File: config.mk
export PLATFORM = sky130hd
export DESIGN_NAME = pll_ctrl
export DESIGN_NICKNAME = d
export VERILOG_FILES = /design/src/rtl/pll_ctrl.sv
export SDC_FILE = /design/constraint.sdc
export NUM_CORES = 1
export LEC_CHECK = 0
export ABC_AREA = 1
export CAP_MARGIN = 40
export CELL_PAD_IN_SITES_DETAIL_PLACEMENT = 0
export CELL_PAD_IN_SITES_GLOBAL_PLACEMENT = 2
export CORE_ASPECT_RATIO = 1.4
export CORE_UTILIZATION = 34
export CTS_BUF_LIST = sky130_fd_sc_hd__clkbuf_2
export DETAILED_ROUTE_END_ITERATION = 6
export PLACE_DENSITY_LB_ADDON = 0.1
export REMOVE_ABC_BUFFERS = 1
export SYNTH_ARGS = -nofsm -noshare
export SYNTH_HDL_FRONTEND = slang
export SYNTH_SLANG_ARGS = --single-unit
File: constraint.sdc
create_clock -name clock -period 1.9 [get_ports clock]
set_input_delay 0.19 -clock clock [delete_from_list [all_inputs] [get_ports clock]]
set_output_delay 0.19 -clock clock [all_outputs]
set_load 0.01 [all_outputs]
File: src/rtl/pll_ctrl.sv
// pll_ctrl: sequences multiplier changes for a PLL that shares this block's reference clock.
// A change request raises bypass, waits for the clock to settle, loads the new multiplier,
// blanks the stale lock indication, and then waits (bounded) for lock before releasing bypass.
// After reset the controller waits for the initial lock in the same way, so io_done pulses once.
//
// Ports:
//   clock          reference clock (also the PLL reference)
//   reset_n        asynchronous active-low reset
//   io_req_valid   multiplier change request
//   io_req_mul     requested multiplier, captured on acceptance
//   io_req_ready   high only in IDLE
//   io_done        one-cycle completion pulse (high only in DONE)
//   io_error       last operation failed; held until the next accepted request
//   io_busy        high in any state other than IDLE
//   io_pll_mul     multiplier driven to the PLL
//   io_pll_bypass  PLL bypass select
//   io_pll_lock    PLL lock, asynchronous to clock
//
// Optional feature: define PLL_CTRL_LOSS_DETECT_EN to re-enter the lock wait when lock is
// lost for two consecutive cycles while idle and not bypassed.
module pll_ctrl #(
  parameter int unsigned RESET_MUL     = 1,
  parameter int unsigned SETTLE_CYCLES = 2,
  parameter int unsigned BLANK_CYCLES  = 4,
  parameter int unsigned LOCK_TIMEOUT  = 1024
) (
  input  logic       clock,
  input  logic       reset_n,
  input  logic       io_req_valid,
  input  logic [7:0] io_req_mul,
  output logic       io_req_ready,
  output logic       io_done,
  output logic       io_error,
  output logic       io_busy,
  output logic [7:0] io_pll_mul,
  output logic       io_pll_bypass,
  input  logic       io_pll_lock
);

  typedef enum logic [2:0] {
    BOOT, IDLE, SETTLE, BLANK, WAIT_LOCK, DONE
  } state_t;

  localparam logic [7:0]  RESET_MUL_V  = 8'(RESET_MUL);
  localparam logic [15:0] SETTLE_LAST  = 16'(SETTLE_CYCLES - 1);
  localparam logic [15:0] BLANK_LAST   = 16'(BLANK_CYCLES - 1);
  localparam logic [15:0] TIMEOUT_LAST = 16'(LOCK_TIMEOUT - 1);

  state_t      state_q, state_d;
  logic [1:0]  sync_q, sync_d;
  logic        lock_s;
  logic [15:0] cnt_q, cnt_d;
  logic [7:0]  mul_q, mul_d;
  logic [7:0]  tgt_q, tgt_d;
  logic        bypass_q, bypass_d;
  logic        error_q, error_d;
`ifdef PLL_CTRL_LOSS_DETECT_EN
  logic        loss_q, loss_d;
`endif

  assign lock_s = sync_q[1];

  always_ff @(posedge clock or negedge reset_n) begin
    if (!reset_n) begin
      state_q  <= BOOT;
      sync_q   <= '0;
      cnt_q    <= '0;
      mul_q    <= RESET_MUL_V;
      tgt_q    <= '0;
      bypass_q <= 1'b1;
      error_q  <= 1'b0;
`ifdef PLL_CTRL_LOSS_DETECT_EN
      loss_q   <= 1'b0;
`endif
    end else begin
      state_q  <= state_d;
      sync_q   <= sync_d;
      cnt_q    <= cnt_d;
      mul_q    <= mul_d;
      tgt_q    <= tgt_d;
      bypass_q <= bypass_d;
      error_q  <= error_d;
`ifdef PLL_CTRL_LOSS_DETECT_EN
      loss_q   <= loss_d;
`endif
    end
  end

  // One counter is shared by SETTLE, BLANK and the lock wait; it is cleared on every entry.
  always_comb begin
    state_d  = state_q;
    sync_d   = {sync_q[0], io_pll_lock};
    cnt_d    = cnt_q;
    mul_d    = mul_q;
    tgt_d    = tgt_q;
    bypass_d = bypass_q;
    error_d  = error_q;
`ifdef PLL_CTRL_LOSS_DETECT_EN
    loss_d   = 1'b0;
`endif
    unique case (state_q)
      BOOT, WAIT_LOCK: begin
        // Lock wins over a timeout landing on the same cycle.
        if (lock_s) begin
          bypass_d = 1'b0;
          state_d  = DONE;
        end else if (cnt_q == TIMEOUT_LAST) begin
          error_d = 1'b1;
          state_d = DONE;
        end else begin
          cnt_d = cnt_q + 16'd1;
        end
      end
      IDLE: begin
        if (io_req_valid) begin
          tgt_d = io_req_mul;
          cnt_d = '0;
          if (io_req_mul == '0) begin
            error_d = 1'b1;
            state_d = DONE;
          end else if (io_req_mul == mul_q && !bypass_q && lock_s) begin
            error_d = 1'b0;
            state_d = DONE;
          end else begin
            error_d  = 1'b0;
            bypass_d = 1'b1;
            if (SETTLE_CYCLES != 0) begin
              state_d = SETTLE;
            end else begin
              mul_d   = io_req_mul;
              state_d = (BLANK_CYCLES != 0) ? BLANK : WAIT_LOCK;
            end
          end
        end
`ifdef PLL_CTRL_LOSS_DETECT_EN
        else if (!bypass_q && !lock_s) begin
          // loss_q remembers that lock_s was already low on the previous idle cycle.
          if (loss_q) begin
            bypass_d = 1'b1;
            cnt_d    = '0;
            state_d  = WAIT_LOCK;
          end else begin
            loss_d = 1'b1;
          end
        end
`endif
      end
      SETTLE: begin
        if (cnt_q == SETTLE_LAST) begin
          cnt_d   = '0;
          mul_d   = tgt_q;
          state_d = (BLANK_CYCLES != 0) ? BLANK : WAIT_LOCK;
        end else begin
          cnt_d = cnt_q + 16'd1;
        end
      end
      BLANK: begin
        // lock_s here still reflects the previous multiplier and is deliberately not looked at.
        if (cnt_q == BLANK_LAST) begin
          cnt_d   = '0;
          state_d = WAIT_LOCK;
        end else begin
          cnt_d = cnt_q + 16'd1;
        end
      end
      DONE:    state_d = IDLE;
      default: state_d = BOOT;
    endcase
  end

  always_comb begin
    io_req_ready  = (state_q == IDLE);
    io_busy       = (state_q != IDLE);
    io_done       = (state_q == DONE);
    io_error      = error_q;
    io_pll_mul    = mul_q;
    io_pll_bypass = bypass_q;
  end

endmodule

* Word-level counts from Yosys, hierarchy flattened
Index checks and enable logic that the tools add are counted.
Word-level totals: flip-flop bits (word level) 39, word-level logic and storage cells 66, output and inout bits 13, input port bits 12
Cells by class: reductions and logical operators 14, mux-type cells 24, $add $sub $neg 1, equal/unequal tests 20
Operators with widths (number):
- 16-bit two-way mux | 5
- 16-bit case mux with 4 select lines | 1
- 3-bit two-way mux | 7
- 2-bit != test (second input constant) | 9
- 16-bit by 1-bit adder with 16-bit output (second input constant) | 1
- 16-bit by 1-bit == test with 1-bit output (second input constant) | 1
- 16-bit by 10-bit == test with 1-bit output (second input constant) | 1
- 16-bit by 2-bit == test with 1-bit output (second input constant) | 1
- 3-bit case mux with 5 select lines | 1
- 4-bit AND reduction | 3
- 8-bit == test | 1
- 8-bit zero test | 1
- 1-bit two-way mux | 8
- 3-bit by 2-bit == test with 1-bit output (second input constant) | 2
- 3-bit == test (second input constant) | 2
- 5-bit AND reduction | 1
- 1-bit case mux with 2 select lines | 2
- 2-bit AND reduction | 2
- 4-bit nonzero test | 1
- 3-bit by 1-bit == test with 1-bit output (second input constant) | 1
- 3-bit zero test | 1
- 3-bit by 1-bit != test with 1-bit output (second input constant) | 1
- 3-bit != test (second input constant) | 1
- 1-bit logical AND | 2
- other kinds (3) | 3

* Longest topological paths before layout
depth in word-level cells 7, gate-level depth with buffers 13, gate-level depth less buffers 12

* Least setup slack after synthesis
No wires, ideal clock.
path kind register to register, start point reg cnt_q[0], end point reg cnt_q[6], data arrival time 1.560 ns, clock period less this slack 1.691 ns, required time 1.769 ns, slack 0.209 ns, cell stages (with the launch flop) 12, buffers on the path 2, library setup time 0.131 ns, cell sequence dfrtp_1 -> ha_1 -> buf_4 -> nand3_1 -> inv_1 -> nand2_1 -> inv_1 -> nand3_1 -> nand2_4 -> buf_4 -> nand2_1 -> o21ai_0
On the way: longest elaborated chain between the ends 4, elaborated cells between the ends (all ways) 11, those cells by class add/sub (1); eq/ne (4); mux (5); reduce/logical (1)
Ends and longest elaborated chain:
- start: declaration | RTL line 52 | logic [15:0] cnt_q, cnt_d;
- start signal: assignment | RTL line 78 | cnt_q <= cnt_d;
- 16-bit by 1-bit adder with 16-bit output | RTL line 111, 154, 163
- 16-bit two-way mux | RTL line 107 | end else if (cnt_q == TIMEOUT_LAST) begin
- 16-bit two-way mux | RTL line 104 | if (lock_s) begin
- 16-bit case mux with 4 select lines | RTL line 101 | unique case (state_q)
Parallel ways exist; a longest one is shown, timed or not. The select of a mux whose other input is x is not followed. A chain may end at the register's enable or synchronous reset.

* Worst setup path after layout
start point reg state_q[2], end point out io_busy
On the way: longest elaborated chain between the ends 1
Ends and longest elaborated chain:
- start: declaration | RTL line 49 | state_t state_q, state_d;
- start signal: assignment | RTL line 76 | state_q <= state_d;
- 3-bit by 1-bit != test with 1-bit output | RTL line 173 | io_busy = (state_q != IDLE);
- end: declaration | RTL line 34 | output logic io_busy,
Every way passes these cells.

==> reports/qor.txt <==
LAYOUT
------------------------------------------------------------------------------
Net count of the finished layout                                           398
Antenna Cells                                                                0
Area growth from synthesis to layout                                    25.52%
Share of post-route cells with drive strength above 1                   0.1823

POWER AND IR DROP
------------------------------------------------------------------------------
P_sw                                                               0.0003303 W
Leak                                                                  1.578 nW
P_int                                                               0.001079 W
Clock network power share                                                0.360
Part of the power in combinational logic                                 0.048
Fraction of power spent switching nets                                  0.2343
Flop pwr share                                                           0.592
Worst ir drop on vdd                                                 0.2676 mV
P per Cell Area                                                   458.2 mW/mm2

FLOORPLANNING
------------------------------------------------------------------------------
Number of rows in the core area                                             36
Area of the core region                                           0.006982 mm2
Die Footprint                                                     0.007558 mm2
Total I/O pin count                                                         25
Starting density of the core                                            0.3511
Horizontal die dimension                                              73.76 um
Die Ht                                                                102.5 um

WORST HOLD PATH
------------------------------------------------------------------------------
Start point of the worst min-delay path                            io_pll_lock
Class of the worst hold path                                      input pin to flip-flop

SETUP PATH
------------------------------------------------------------------------------
Internal reg-to-reg setup slack                                        0.17 ns
FF-to-FF Start                                                        cnt_q[1]
Start-to-end type of the worst setup path                         flip-flop to output pin
Start point of the critical path                                    state_q[2]
Data arrival time at the worst-slack endpoint                          1.55 ns
End of the critical path                                               io_busy
CP max FO                                                                    6
End of the worst register-to-register path                           cnt_q[14]
Worst r2r path cells                                                         9
Required arrival time at the worst endpoint                            1.71 ns
Worst Setup Start Kind                                               flip-flop
Endpoint type of the worst setup path                               output pin

TIMING
------------------------------------------------------------------------------
Minimum clock period                                                  1.743 ns
Final Max Slew Viols                                                         0
Final Hold Slack                                                     0.2177 ns
Fmax                                                                0.5737 GHz
Share of the cycle needed by the critical path after routing            0.9174
Actual slew at the worst max-slew pin                                0.4869 ns
Final Hold Viols                                                             0
Worst setup slack after layout                                       0.1569 ns
Count of endpoints failing setup in the final report                         0
Max Clock Skew                                                      0.02769 ns
Rel. slew slack                                                         0.6746

ROUTE
------------------------------------------------------------------------------
Number of DRC violations after detailed-routing iteration 0                 66
Routed WL per cell                                                    13.47 um
DR pass1 iterations                                                          4
Vias post-DR                                                              2220
Mean number of vias per cell                                             4.635
Total Wirelength                                                       6451 um
Post-detailed-route DRC marker count                                         0
Post-DRT Antenna Nets                                                        0

CLOCK TREE
------------------------------------------------------------------------------
Deepest level of the CTS H-tree                                              2
TritonCTS Sinks                                                             39
Clock network latency to the later pin of the worst-skew pair          0.41 ns
CTS tree                                                                   yes
Clock transition at the registers of the reported paths                0.21 ns
Number of buffers created by CTS                                             5
Largest buffer count on any clock path                                       2
Root buffer selected by CTS                                       sky130_fd_sc_hd__clkbuf_2

SYNTHESIS
------------------------------------------------------------------------------
Number of different library cells in the post-synthesis netlist             33
Cell accounting for the most synthesized area                     sky130_fd_sc_hd__dfrtp_1
Average instance area after synthesis                                7.339 um2
Number of flops mapped to enable cells by yosys                              0
Post-synth ARST share                                                    1.000
Cell area after synthesis                                         0.002451 mm2
Predominant post-synthesis flop cell                              sky130_fd_sc_hd__dfrtp_1
Yosys Warn Count                                                             0
Cells taking the most area after synthesis                        sky130_fd_sc_hd__dfrtp_1 38%, sky130_fd_sc_hd__nand2_1 17%, sky130_fd_sc_hd__inv_1 7.0%
Share of the yosys chip area belonging to registers                     0.3992
Number of synthesized register bits                                         39
Yosys top cell area share                                               0.3777
Post-Syn Instances                                                         334

PLACED DESIGN
------------------------------------------------------------------------------
Worst slack at placement                                           -0.05580 ns
Count of input and output buffers                                           24
Last weighted congestion value of the routability-driven placer         0.8103
HPWL after detailed placement                                          5058 um

GLOBAL ROUTING
------------------------------------------------------------------------------
Overall routing resource usage                                          0.1939
First-pass GRT wire length                                            10830 um
Remaining global-route overflow                                              0
Initial antenna violation count                                              0
Maximum number of pins on one net before global-route repair                40
Vias in the first global route                                            2241

OUTCOME
------------------------------------------------------------------------------
Outcome                                                           finished, final reports clean

JOB
------------------------------------------------------------------------------
Count of max-cap constraint violations                                       0

-- cells in the mapped netlist (3+ instances only) --
cell type and n:
sky130_fd_sc_hd__a31oi_1 4, sky130_fd_sc_hd__dfrtp_1 37, sky130_fd_sc_hd__inv_1 46, sky130_fd_sc_hd__mux2_4 8
sky130_fd_sc_hd__nand2_1 109, sky130_fd_sc_hd__nand3_1 28, sky130_fd_sc_hd__nand4_1 5, sky130_fd_sc_hd__nor2_1 32
sky130_fd_sc_hd__nor3_1 4, sky130_fd_sc_hd__o211ai_1 4, sky130_fd_sc_hd__o21ai_0 14, sky130_fd_sc_hd__o21ai_1 3
sky130_fd_sc_hd__o21ai_2 3, sky130_fd_sc_hd__xor2_1 7
-- flip-flops by register name (all words and copies together), names as in the netlist --
| signal | count |
|---|---|
| cnt_q | 16 |
| io_error | 1 |
| io_pll_bypass | 1 |
| io_pll_mul | 8 |
| state_q | 3 |
| sync_q | 2 |
| tgt_q | 8 |
-- cells in the final DEF, fill, tap and decap left out, types with 2 or more instances in the layout --
cell / instances
sky130_fd_sc_hd__nor3_1: 3
sky130_fd_sc_hd__nand2_1: 108
sky130_fd_sc_hd__dfrtp_2: 3
sky130_fd_sc_hd__nor2_1: 28
sky130_fd_sc_hd__xor2_1: 7
sky130_fd_sc_hd__clkdlybuf4s50_1: 20
sky130_fd_sc_hd__nor2_4: 2
sky130_fd_sc_hd__o21ai_0: 14
sky130_fd_sc_hd__o21ai_2: 3
sky130_fd_sc_hd__clkbuf_2: 5
sky130_fd_sc_hd__nand3_1: 25
sky130_fd_sc_hd__nor2_2: 5
sky130_fd_sc_hd__mux2_4: 8
sky130_fd_sc_hd__inv_4: 2
sky130_fd_sc_hd__inv_1: 45
sky130_fd_sc_hd__nand2_2: 3
sky130_fd_sc_hd__ha_1: 2
sky130_fd_sc_hd__o21ai_1: 3
sky130_fd_sc_hd__o21bai_1: 2
sky130_fd_sc_hd__dfstp_2: 2
sky130_fd_sc_hd__a31oi_1: 4
sky130_fd_sc_hd__dlygate4sd2_1: 2
sky130_fd_sc_hd__nand3_2: 3
sky130_fd_sc_hd__o311ai_0: 2
sky130_fd_sc_hd__nand3b_1: 2
sky130_fd_sc_hd__buf_4: 22
sky130_fd_sc_hd__nand4_1: 5
sky130_fd_sc_hd__inv_2: 2
sky130_fd_sc_hd__o211ai_1: 4
sky130_fd_sc_hd__dfrtp_1: 34
sky130_fd_sc_hd__a21oi_1: 2
-- metrics by stage --
step | util | total power [W] | instances | cell area, um2 | TNS [ns]
floorplan | - | 0.0008644 | 329 | 2416 | 0
global placement | 0.4168 | 0.0009173 | 465 | 2910 | -0.2528
detailed placement | 0.4168 | 0.0009173 | 465 | 2910 | -0.1659
CTS | 0.4342 | 0.001430 | 478 | 3032 | 0
global route | 0.4407 | 0.001463 | 479 | 3077 | -0.0009823
finish | 0.4407 | 0.001410 | 479 | 3077 | 0
-- worst min-delay path by stage --
stage                endpoint  cells after the start
floorplan            cnt_q[0]                      0
detailed placement   cnt_q[2]                      2
global placement     cnt_q[2]                      2
CTS                 sync_q[0]                      1
finish              sync_q[0]                      1
global route        sync_q[0]                      1
-- layout make-up --
cell class / count / area [um2]
clock buffer: 5 / 25.02
tap: 95 / 118.9
clock inverter: 2 / 37.54
fill: 746 / 3905
multi-input combinational: 240 / 1282
sequential: 39 / 982.2
inverter: 50 / 200.2
timing repair buffer: 48 / 430.4
-- cells by family (layout without fill, tap and decap cells) --
family	Yosys count	in the layout	synth area share
and+or+nand+nor	188	188	0.3333
buffers and inverters	55	105	0.09290
DFF	39	39	0.3992
AOI/OAI and AO/OA	35	35	0.09035
muxes	8	8	0.04901
xor gates and xnor gates	7	7	0.02501
adders and majority gates	2	2	0.01021
-- worst max-delay path, cell delays in order, from the launching register on --
cell                            delay, ns
sky130_fd_sc_hd__dfrtp_2             0.48
sky130_fd_sc_hd__inv_4               0.09
sky130_fd_sc_hd__nand2_2             0.08
sky130_fd_sc_hd__nor2_4              0.13
sky130_fd_sc_hd__inv_1               0.09
sky130_fd_sc_hd__dlygate4sd2_1       0.29
-- power groups by stage --
stage                     Combinational (W)  Clock [W]  Sequential, W
after floorplan                   0.0000152          0       0.000849
after global placement            0.0000680          0       0.000849
after detailed placement          0.0000680          0       0.000849
after CTS                         0.0000698   0.000524       0.000835
after global routing              0.0000775   0.000550       0.000836
final                             0.0000674   0.000507       0.000835
-- repair_timing --
action	in CTS	in global routing
gates resized for setup	8	12
pin swaps	1	2
setup buffers	5	1
hold endpoints to repair	39	0
hold buffers	1	0
endpoints found under the setup margin	6	22
-- layer usage --
metal	track usage	vias to the layer above	share of wire
met1	0.2064	1018	0.40
met3	0.03057	11	0.021
met5	0	-	0
met4	0.07249	0	0.027
li1	-	1165	-
met2	0.3740	26	0.56
(Power assumes the default switching activity.)
